--- config.mk ---
export PLATFORM = sky130hd
export DESIGN_NAME = wb_stage
export DESIGN_NICKNAME = d
export VERILOG_FILES = /design/src/rtl/wb_pkg.sv /design/src/rtl/load_align.sv /design/src/rtl/wb_stage.sv
export SDC_FILE = /design/constraint.sdc
export NUM_CORES = 1
export LEC_CHECK = 0
export CAP_MARGIN = 0
export CORE_MARGIN = 4
export CORE_UTILIZATION = 39
export DETAILED_ROUTE_END_ITERATION = 8
export GPL_TIMING_DRIVEN = 0
export HOLD_SLACK_MARGIN = 0.08
export MAX_ROUTING_LAYER = met4
export PLACE_DENSITY_LB_ADDON = 0.3
export SYNTH_ARGS = -nofsm -noshare
export SYNTH_HDL_FRONTEND = slang
export SYNTH_HIERARCHICAL = 1
export SYNTH_SLANG_ARGS = --single-unit
--- constraint.sdc ---
create_clock -name CLK -period 2.6 [get_ports CLK]
set_input_delay 0.26 -clock CLK [delete_from_list [all_inputs] [get_ports CLK]]
set_output_delay 0.26 -clock CLK [all_outputs]
set_load 0.005 [all_outputs]
--- src/rtl/wb_pkg.sv ---
// Shared definitions for the write-back stage: data width and load-type encodings.
package wb_pkg;

  localparam int DATA_W = 32;

  typedef enum logic [2:0] {
    LD_LW  = 3'b000,
    LD_LH  = 3'b001,
    LD_LHU = 3'b010,
    LD_LB  = 3'b011,
    LD_LBU = 3'b100
  } load_type_e;

endpackage

--- src/rtl/load_align.sv ---
// Load data extraction and misalignment detection for the write-back stage.
// Purely combinational: picks the addressed byte/halfword, sign- or zero-extends
// it, and flags offsets that the selected load type cannot legally use.
module load_align
  import wb_pkg::*;
(
  input  logic [2:0]        i_load_type,
  input  logic [1:0]        i_byte_off,
  input  logic [DATA_W-1:0] i_data,
  output logic [DATA_W-1:0] o_data,
  output logic              o_misalign
);

  logic [7:0]  w_byte;
  logic [15:0] w_half;

  // Select the addressed byte/halfword, then extend it according to the load type.
  always_comb begin
    w_byte     = 8'h00;
    w_half     = 16'h0000;
    o_data     = {DATA_W{1'b0}};
    o_misalign = 1'b0;

    case (i_byte_off)
      2'b00:   w_byte = i_data[7:0];
      2'b01:   w_byte = i_data[15:8];
      2'b10:   w_byte = i_data[23:16];
      2'b11:   w_byte = i_data[31:24];
      default: w_byte = i_data[7:0];
    endcase

    // Halfwords only live at offset 0 or 2; odd offsets are flagged below.
    if (i_byte_off[1]) begin
      w_half = i_data[31:16];
    end else begin
      w_half = i_data[15:0];
    end

    case (i_load_type)
      LD_LW: begin
        o_data     = i_data;
        o_misalign = (i_byte_off != 2'b00);
      end
      LD_LH: begin
        o_data     = {{16{w_half[15]}}, w_half};
        o_misalign = i_byte_off[0];
      end
      LD_LHU: begin
        o_data     = {16'h0000, w_half};
        o_misalign = i_byte_off[0];
      end
      LD_LB: begin
        o_data     = {{24{w_byte[7]}}, w_byte};
        o_misalign = 1'b0;
      end
      LD_LBU: begin
        o_data     = {24'h000000, w_byte};
        o_misalign = 1'b0;
      end
      default: begin
        // Reserved encodings return zero data and are always treated as errors.
        o_data     = {DATA_W{1'b0}};
        o_misalign = 1'b1;
      end
    endcase
  end

endmodule

--- src/rtl/wb_stage.sv ---
// Write-back pipeline stage: captures the MEM-stage result, aligns load data,
// drives the register-file write port and counts retired instructions.
// Optional feature macro: WB_FWD_EN enables the forwarding-hit flags Fwd_A/Fwd_B;
// without it the flags are tied low.
module wb_stage
  import wb_pkg::*;
#(
  parameter int CNT_W = 32
) (
  input  logic              CLK,
  input  logic              Reset,
  input  logic              In_Valid,
  input  logic              Stall,
  input  logic              Flush,
  input  logic              In_Reg_Write,
  input  logic              In_Mem_To_Reg,
  input  logic [2:0]        In_Load_Type,
  input  logic [1:0]        In_Byte_Off,
  input  logic [4:0]        In_W_Addr,
  input  logic [DATA_W-1:0] In_ALU_Result,
  input  logic [DATA_W-1:0] M_R_Data,
  input  logic [4:0]        R_Addr_A,
  input  logic [4:0]        R_Addr_B,
  output logic              Write_Reg,
  output logic [4:0]        W_Addr,
  output logic [DATA_W-1:0] W_Data,
  output logic              WB_Valid,
  output logic              Align_Err,
  output logic [CNT_W-1:0]  Retire_Cnt,
  output logic              Fwd_A,
  output logic              Fwd_B
);

  logic              r_valid;
  logic              r_reg_write;
  logic [4:0]        r_w_addr;
  logic [DATA_W-1:0] r_w_data;
  logic              r_align_err;
  logic [CNT_W-1:0]  r_retire_cnt;

  logic [DATA_W-1:0] w_load_data;
  logic              w_misalign;
  logic [DATA_W-1:0] w_sel_data;
  logic              w_cap_err;
  logic              w_write_reg;

  load_align u_load_align (
    .i_load_type (In_Load_Type),
    .i_byte_off  (In_Byte_Off),
    .i_data      (M_R_Data),
    .o_data      (w_load_data),
    .o_misalign  (w_misalign)
  );

  // Choose the value to write back and decide whether the incoming load is misaligned.
  always_comb begin
    w_sel_data = In_ALU_Result;
    if (In_Mem_To_Reg) begin
      w_sel_data = w_load_data;
    end else begin
      w_sel_data = In_ALU_Result;
    end
    // Only a live load can raise an alignment error; ALU results never do.
    w_cap_err = In_Valid & In_Mem_To_Reg & w_misalign;
  end

  // Stage register: Reset beats Flush beats Stall beats a normal capture.
  always_ff @(posedge CLK) begin
    if (Reset) begin
      r_valid      <= 1'b0;
      r_reg_write  <= 1'b0;
      r_w_addr     <= 5'd0;
      r_w_data     <= {DATA_W{1'b0}};
      r_align_err  <= 1'b0;
      r_retire_cnt <= {CNT_W{1'b0}};
    end else if (Flush) begin
      // Kill the slot; address/data are left stale since nothing can write them.
      r_valid     <= 1'b0;
      r_reg_write <= 1'b0;
      r_align_err <= 1'b0;
    end else if (!Stall) begin
      r_valid     <= In_Valid;
      r_reg_write <= In_Reg_Write;
      r_w_addr    <= In_W_Addr;
      r_w_data    <= w_sel_data;
      r_align_err <= w_cap_err;
      if (In_Valid && !w_cap_err) begin
        r_retire_cnt <= r_retire_cnt + {{(CNT_W-1){1'b0}}, 1'b1};
      end
    end
  end

  // Write enable is built from registered state only so it is settled well
  // before the register file writes on the falling edge; r0 is never written.
  assign w_write_reg = r_valid & r_reg_write & (r_w_addr != 5'd0) & ~r_align_err;

  assign Write_Reg  = w_write_reg;
  assign W_Addr     = r_w_addr;
  assign W_Data     = r_w_data;
  assign WB_Valid   = r_valid;
  assign Align_Err  = r_align_err;
  assign Retire_Cnt = r_retire_cnt;

`ifdef WB_FWD_EN
  assign Fwd_A = w_write_reg & (r_w_addr == R_Addr_A);
  assign Fwd_B = w_write_reg & (r_w_addr == R_Addr_B);
`else
  // Read addresses are only needed for forwarding; fold them away when it is off.
  logic w_unused_raddr;
  assign w_unused_raddr = ^{R_Addr_A, R_Addr_B};
  assign Fwd_A = 1'b0;
  assign Fwd_B = 1'b0;
`endif

endmodule

# Word level (Yosys, flattened, before mapping)
# Index checks and enable logic that the tools add are counted.
[classes]
addsub = 1
n_eq_ne = 7
n_mux = 5
bitwise_logic = 8
n_reduce_logical = 11
[op_table]
columns = ["operator", "n"]
rows = [
  ["one-hot mux 32 bit (5 select lines)", 1],
  ["adder 32 x 1 -> 32 bit, second input constant", 1],
  ["two-way mux 32 bit", 1],
  ["one-hot mux 8 bit (4 select lines)", 1],
  ["two-way mux 16 bit", 1],
  ["equality test 3 x 2 -> 1 bit, second input constant", 2],
  ["OR reduction 2 bit", 3],
  ["AND 1 bit", 5],
  ["nonzero test 5 bit", 1],
  ["equality test 2 bit, second input constant", 2],
  ["equality test 3 x 1 -> 1 bit, second input constant", 1],
  ["equality test 3 bit, second input constant", 1],
  ["zero test 3 bit", 1],
  ["inverter 1 bit", 3],
  ["one-hot mux 1 bit (3 select lines)", 1],
  ["AND reduction 3 bit", 1],
  ["equality test 2 x 1 -> 1 bit, second input constant", 1],
  ["zero test 2 bit", 1],
  ["AND reduction 2 bit", 1],
  ["nonzero test 2 bit", 1],
  ["logical AND 1 bit", 1],
  ["zero test 1 bit", 1],
]
[totals]
register_bits = 72
input_bits = 91
out_inout_bits = 74
elab_cells = 38

# Longest topological paths before layout
[logic_depth]
word_depth = 7
mapped_depth = 12
mapped_depth_nobuf = 8

# Modules after synthesis
# The synthesis kept the hierarchy.
[by_module_without_submodules]
columns = ["module", "n_inst", "cells_per_inst", "area_per_inst_um2"]
rows = [
  ["wb_stage", 1, 364, 3238.1],
  ["load_align", 1, 121, 812.0],
]

# Worst setup path after synthesis
# Ideal clock, no wire load.
[synth_timing]
kind = "input-to-reg"
from = "input port In_Load_Type[0]"
to = "register r_retire_cnt[31], in the netlist Retire_Cnt[31]"
arrival_ns = 2.478
required_time_ns = 2.477
setup_slack_ns = -0.001
stages = 10
path_cell_list = "buf_2 > nand2_1 > buf_2 > a221oi_1 > a21oi_1 > and2_4 > or4b_1 > nor4_2 > nand3_1 > mux2_1"
[synth_via]
elab_chain_cells = 7
word_cells_on_any_way = 12
classes_between = "eq/ne (4); mux (1); bitwise (1); reduce/logical (6)"
[synth_lines]
columns = ["element", "line", "rtl"]
rows = [
  ["from (decl)", "wb_stage.sv:17", "input logic [2:0] In_Load_Type,"],
  ["equality test 3 x 2 -> 1 bit, or another cell as far along", "load_align.sv:39", "case (i_load_type)"],
  ["OR reduction 2 bit (no line)", "-", ""],
  ["one-hot mux 1 bit (3 select lines) (*)", "load_align.sv:39", ""],
  ["via w_misalign", "wb_stage.sv:42", "logic w_misalign;"],
  ["AND 1 bit (*)", "wb_stage.sv:64", "w_cap_err = In_Valid & In_Mem_To_Reg & w_misalign;"],
  ["zero test 1 bit (*)", "wb_stage.sv:87", "if (In_Valid && !w_cap_err) begin"],
  ["logical AND 1 bit (*)", "wb_stage.sv:87", ""],
  ["AND reduction 3 bit (no line) (*)", "-", ""],
  ["to (signal assigned)", "wb_stage.sv:75", "r_retire_cnt <= {CNT_W{1'b0}};"],
  ["to (signal assigned)", "wb_stage.sv:88", "r_retire_cnt <= r_retire_cnt + {{(CNT_W-1){1'b0}}, 1'b1};"],
  ["to (decl)", "wb_stage.sv:39", "logic [CNT_W-1:0] r_retire_cnt;"],
]
# Mark *: on every way through the listed nets, which the timed path passes. The rest lies on a longest branch.
# A chain may end at the register's enable or synchronous reset.

# Worst setup path in the final report
[layout_timing]
from = "input port In_Byte_Off[0]"
to = "register r_retire_cnt[24], in the netlist Retire_Cnt[24]"
[layout_via]
elab_chain_cells = 6
[layout_lines]
columns = ["element", "line", "rtl"]
rows = [
  ["from (decl)", "wb_stage.sv:18", "input logic [1:0] In_Byte_Off,"],
  ["nonzero test 2 bit", "load_align.sv:42", "o_misalign = (i_byte_off != 2'b00);"],
  ["one-hot mux 1 bit (3 select lines) (*)", "load_align.sv:39", ""],
  ["via w_misalign", "wb_stage.sv:42", ""],
  ["AND 1 bit (*)", "wb_stage.sv:64", ""],
  ["zero test 1 bit (*)", "wb_stage.sv:87", ""],
  ["logical AND 1 bit (*)", "wb_stage.sv:87", ""],
  ["AND reduction 3 bit (no line) (*)", "-", ""],
]
# Marks and branches as above.

==> impl_metrics.toml <==
[worst_setup_path]
reg2reg_setup_slack_ns = 0.54
worstPathRequired_ns = 2.86
crit_end = "Retire_Cnt[24]"
rr_endpoint = "Retire_Cnt[28]"
cp-end-kind = "register"
rr_startpoint = "Retire_Cnt[3]"
arrival_ns = 2.74
cp-start-kind = "input pin"
path_max_fanout = 9
ff2ff_path_depth = 6
startpoint = "In_Byte_Off[0]"
worst-setup-path-type = "input pin to register"

[detailed_routing]
postRouteAntennaNets = 0
num_vias = 4223
vias_per_cell = 5.41
routed.top_layer = "met4"
drc = 0
dr.pass1.iters = 5
wl_microns = 13200
first_iter_violations = 278
met3_length_microns = 855
route.met2.wl_microns = 6540
drt-met1-wl_microns = 5610
wire_per_inst_microns = 17.0

[place]
dpl_cell_area_sq_mm = 0.00568
placed_cells = 764
dp_hpwl_microns = 10500
gp_congestion = 0.957
port_buffers = 145

[synthesis]
yosys.area.top_type = "dfxtp_1"
synth_edf_count = 0
ys_warn_count = 6
synth_seq_area_share_pct = 35.6
synth_cell_type_count = 46
syn_area_sq_mm = 0.00405
synth_top_area_share_pct = 35.6
ys_seq_elements = 72
synthTopCellsByArea = "dfxtp_1 36%, mux2i_1 11%, nor2_1 6.0%"
postSynthCellCount = 485
syn_area_per_cell_sq_um = 8.35
ys_async_sr_fraction_pct = 0
ys.flop_type = "dfxtp_1"

[finish]
syn_to_final_growth_pct = 46.3
stdcell_count = 781
post-route-util_pct = 59.5
fin_area_sq_mm = 0.00592
drive_gt1_share_pct = 7.72
insertedDiodeCount = 0
nets = 735

[grt]
antenna_found_initial = 0
grt_max_degree = 13
overflow = 0
grt_pass1_wl_microns = 21300
first_global_vias = 4213
grtUsageTotal_pct = 23.2

[clocking]
cts_tree = "built"
holdBufCountCts = 0
clockRootBuffer = "clkbuf_8"
clk_path_buf_depth = 2
clk_pin_slew_ns = 0.08
cts.sinks = 72
insertion_delay_ns = 0.34
ctsHtreeMaxLevel = 3
cts_buffers = 9

[floorplan]
die_h_microns = 110
die_x_microns = 110
initial_core_util_pct = 40.7
fp.dieArea_sq_mm = 0.0121
fp.coreArea_sq_mm = 0.00995
num_rows = 36
ios = 165

[pwr]
p_switching_mw = 0.713
power.internal_mw = 1.91
leakagePower_nw = 2.15
ir_worst_vdd_uv = 280
p_seq_share_pct = 44.4
power_frac_clock_pct = 34.8
p_comb_share_pct = 20.8
p_sw_share_pct = 27.2
powerDensity_mw_per_mm2 = 442
total_power_mw = 2.62

[worst_hold_path]
worstHoldPathType = "input pin to register"

[sta]
min_period_over_period_pct = 95.2
min_period_ns = 2.48
relSlewSlack_pct = 49.4
rsz0062_at_grt = "no"
worstMarginPinSlew_ns = 0.759
drv_slew = 0
clock_skew_ns = 0.0107
hold_violations = 0
fmax_ghz = 0.404
fin_tns_setup_ns = 0
setup_viol = 0

[run]
maxCapViolCount = 0

[run_status]
status = "completed"
[repair_timing]
action	4_1_cts	5_1_grt
resized for setup	5	4
setup buffers	0	2
gates cloned	0	0
hold endpoints to repair	0	0
pin swaps	1	2
endpoints found under the setup margin	8	7
[cells in the final DEF, fill, tap and decap left out, types with 13 or more instances in the layout]
cell,netlist,final
a211oi_1,32,32
nand2_1,39,39
nor3_1,13,13
nor2_1,65,65
clkdlybuf4s50_1,0,144
xnor2_1,21,21
a21oi_1,27,26
mux2i_1,44,44
dfxtp_1,72,72
o21ai_0,18,18
clkbuf_1,23,24
[area by class of cell]
class / instances / area, sq um
tap: 133 / 166
clock inverter: 5 / 56.3
fill: 908 / 4030
buffer: 39 / 200
inverter: 11 / 41.3
sequential: 72 / 1440
clock buffer: 11 / 141
timing repair buffer: 147 / 1470
multi-input combinational: 363 / 2410
[logic make-up after synthesis]
logic type	share of synthesized area, %
xor+xnor	5.62
fa+ha+maj	0.309
buf+inv	5.84
mux	15.3
flops	35.6
other cells	0.0926
compound gates	15.8
simple gates	21.4
[state kept, by name, indices dropped and copies added (netlist names)]
register / count
Retire_Cnt: 32
W_Data: 32
W_Addr: 5
Align_Err: 1
WB_Valid: 1
r_reg_write: 1
[synth_stat cells, types with 10 or more instances]
cell type and number:
mux2i_1 44, nor2_1 65, nor4_1 11, xnor2_1 21, inv_1 11, nor3_1 13
nand2_1 39, dfxtp_1 72, nand4_1 11, nand3_1 10, a211oi_1 32, o21ai_0 18
a21oi_1 27, clkbuf_1 23
[how the worst min path moves through the flow]
stage,from,end,slack [ns],cells after the start
after floorplan,In_W_Addr[0],W_Addr[0],0.40,2
after global placement,W_Addr[2],W_Addr[2],0.46,2
after detailed placement,W_Addr[3],W_Addr[3],0.46,2
after CTS,Stall,WB_Valid,0.22,3
after global routing,Stall,WB_Valid,0.22,3
final,Stall,WB_Valid,0.23,3
[critical path, stage by stage]
cell	delay [ns]
clkdlybuf4s50_1	0.42
buf_6	0.14
a221oi_2	0.22
a21oi_1	0.08
and2_4	0.21
or3_1	0.34
buf_4	0.17
or3_4	0.43
or3_1	0.32
a21oi_1	0.15
[metrics by stage]
step,worst slack [ns],hold slack [ns]
global placement,-0.540,0.457
CTS,0.0106,0.218
detailed placement,-0.548,0.463
floorplan,0.0198,0.396
finish,0.124,0.229
global route,0.00478,0.221
[per-layer routing]
metal	vias up	global-route usage, %
met4	0	7.03
met2	169	38.3
met5	-	-
met3	23	4.58
met1	1971	28.5
li1	2060	-
[power by group through the flow]
| stage | logic (mW) | clock network (mW) | registers [mW] |
|---|---|---|---|
| floorplan | 0.261 | 0 | 1.19 |
| global placement | 0.526 | 0 | 1.19 |
| detailed placement | 0.535 | 0 | 1.19 |
| CTS | 0.540 | 0.928 | 1.16 |
| global route | 0.592 | 0.972 | 1.17 |
| finish | 0.544 | 0.911 | 1.16 |
Note: power is estimated with default switching activity, not from simulation.
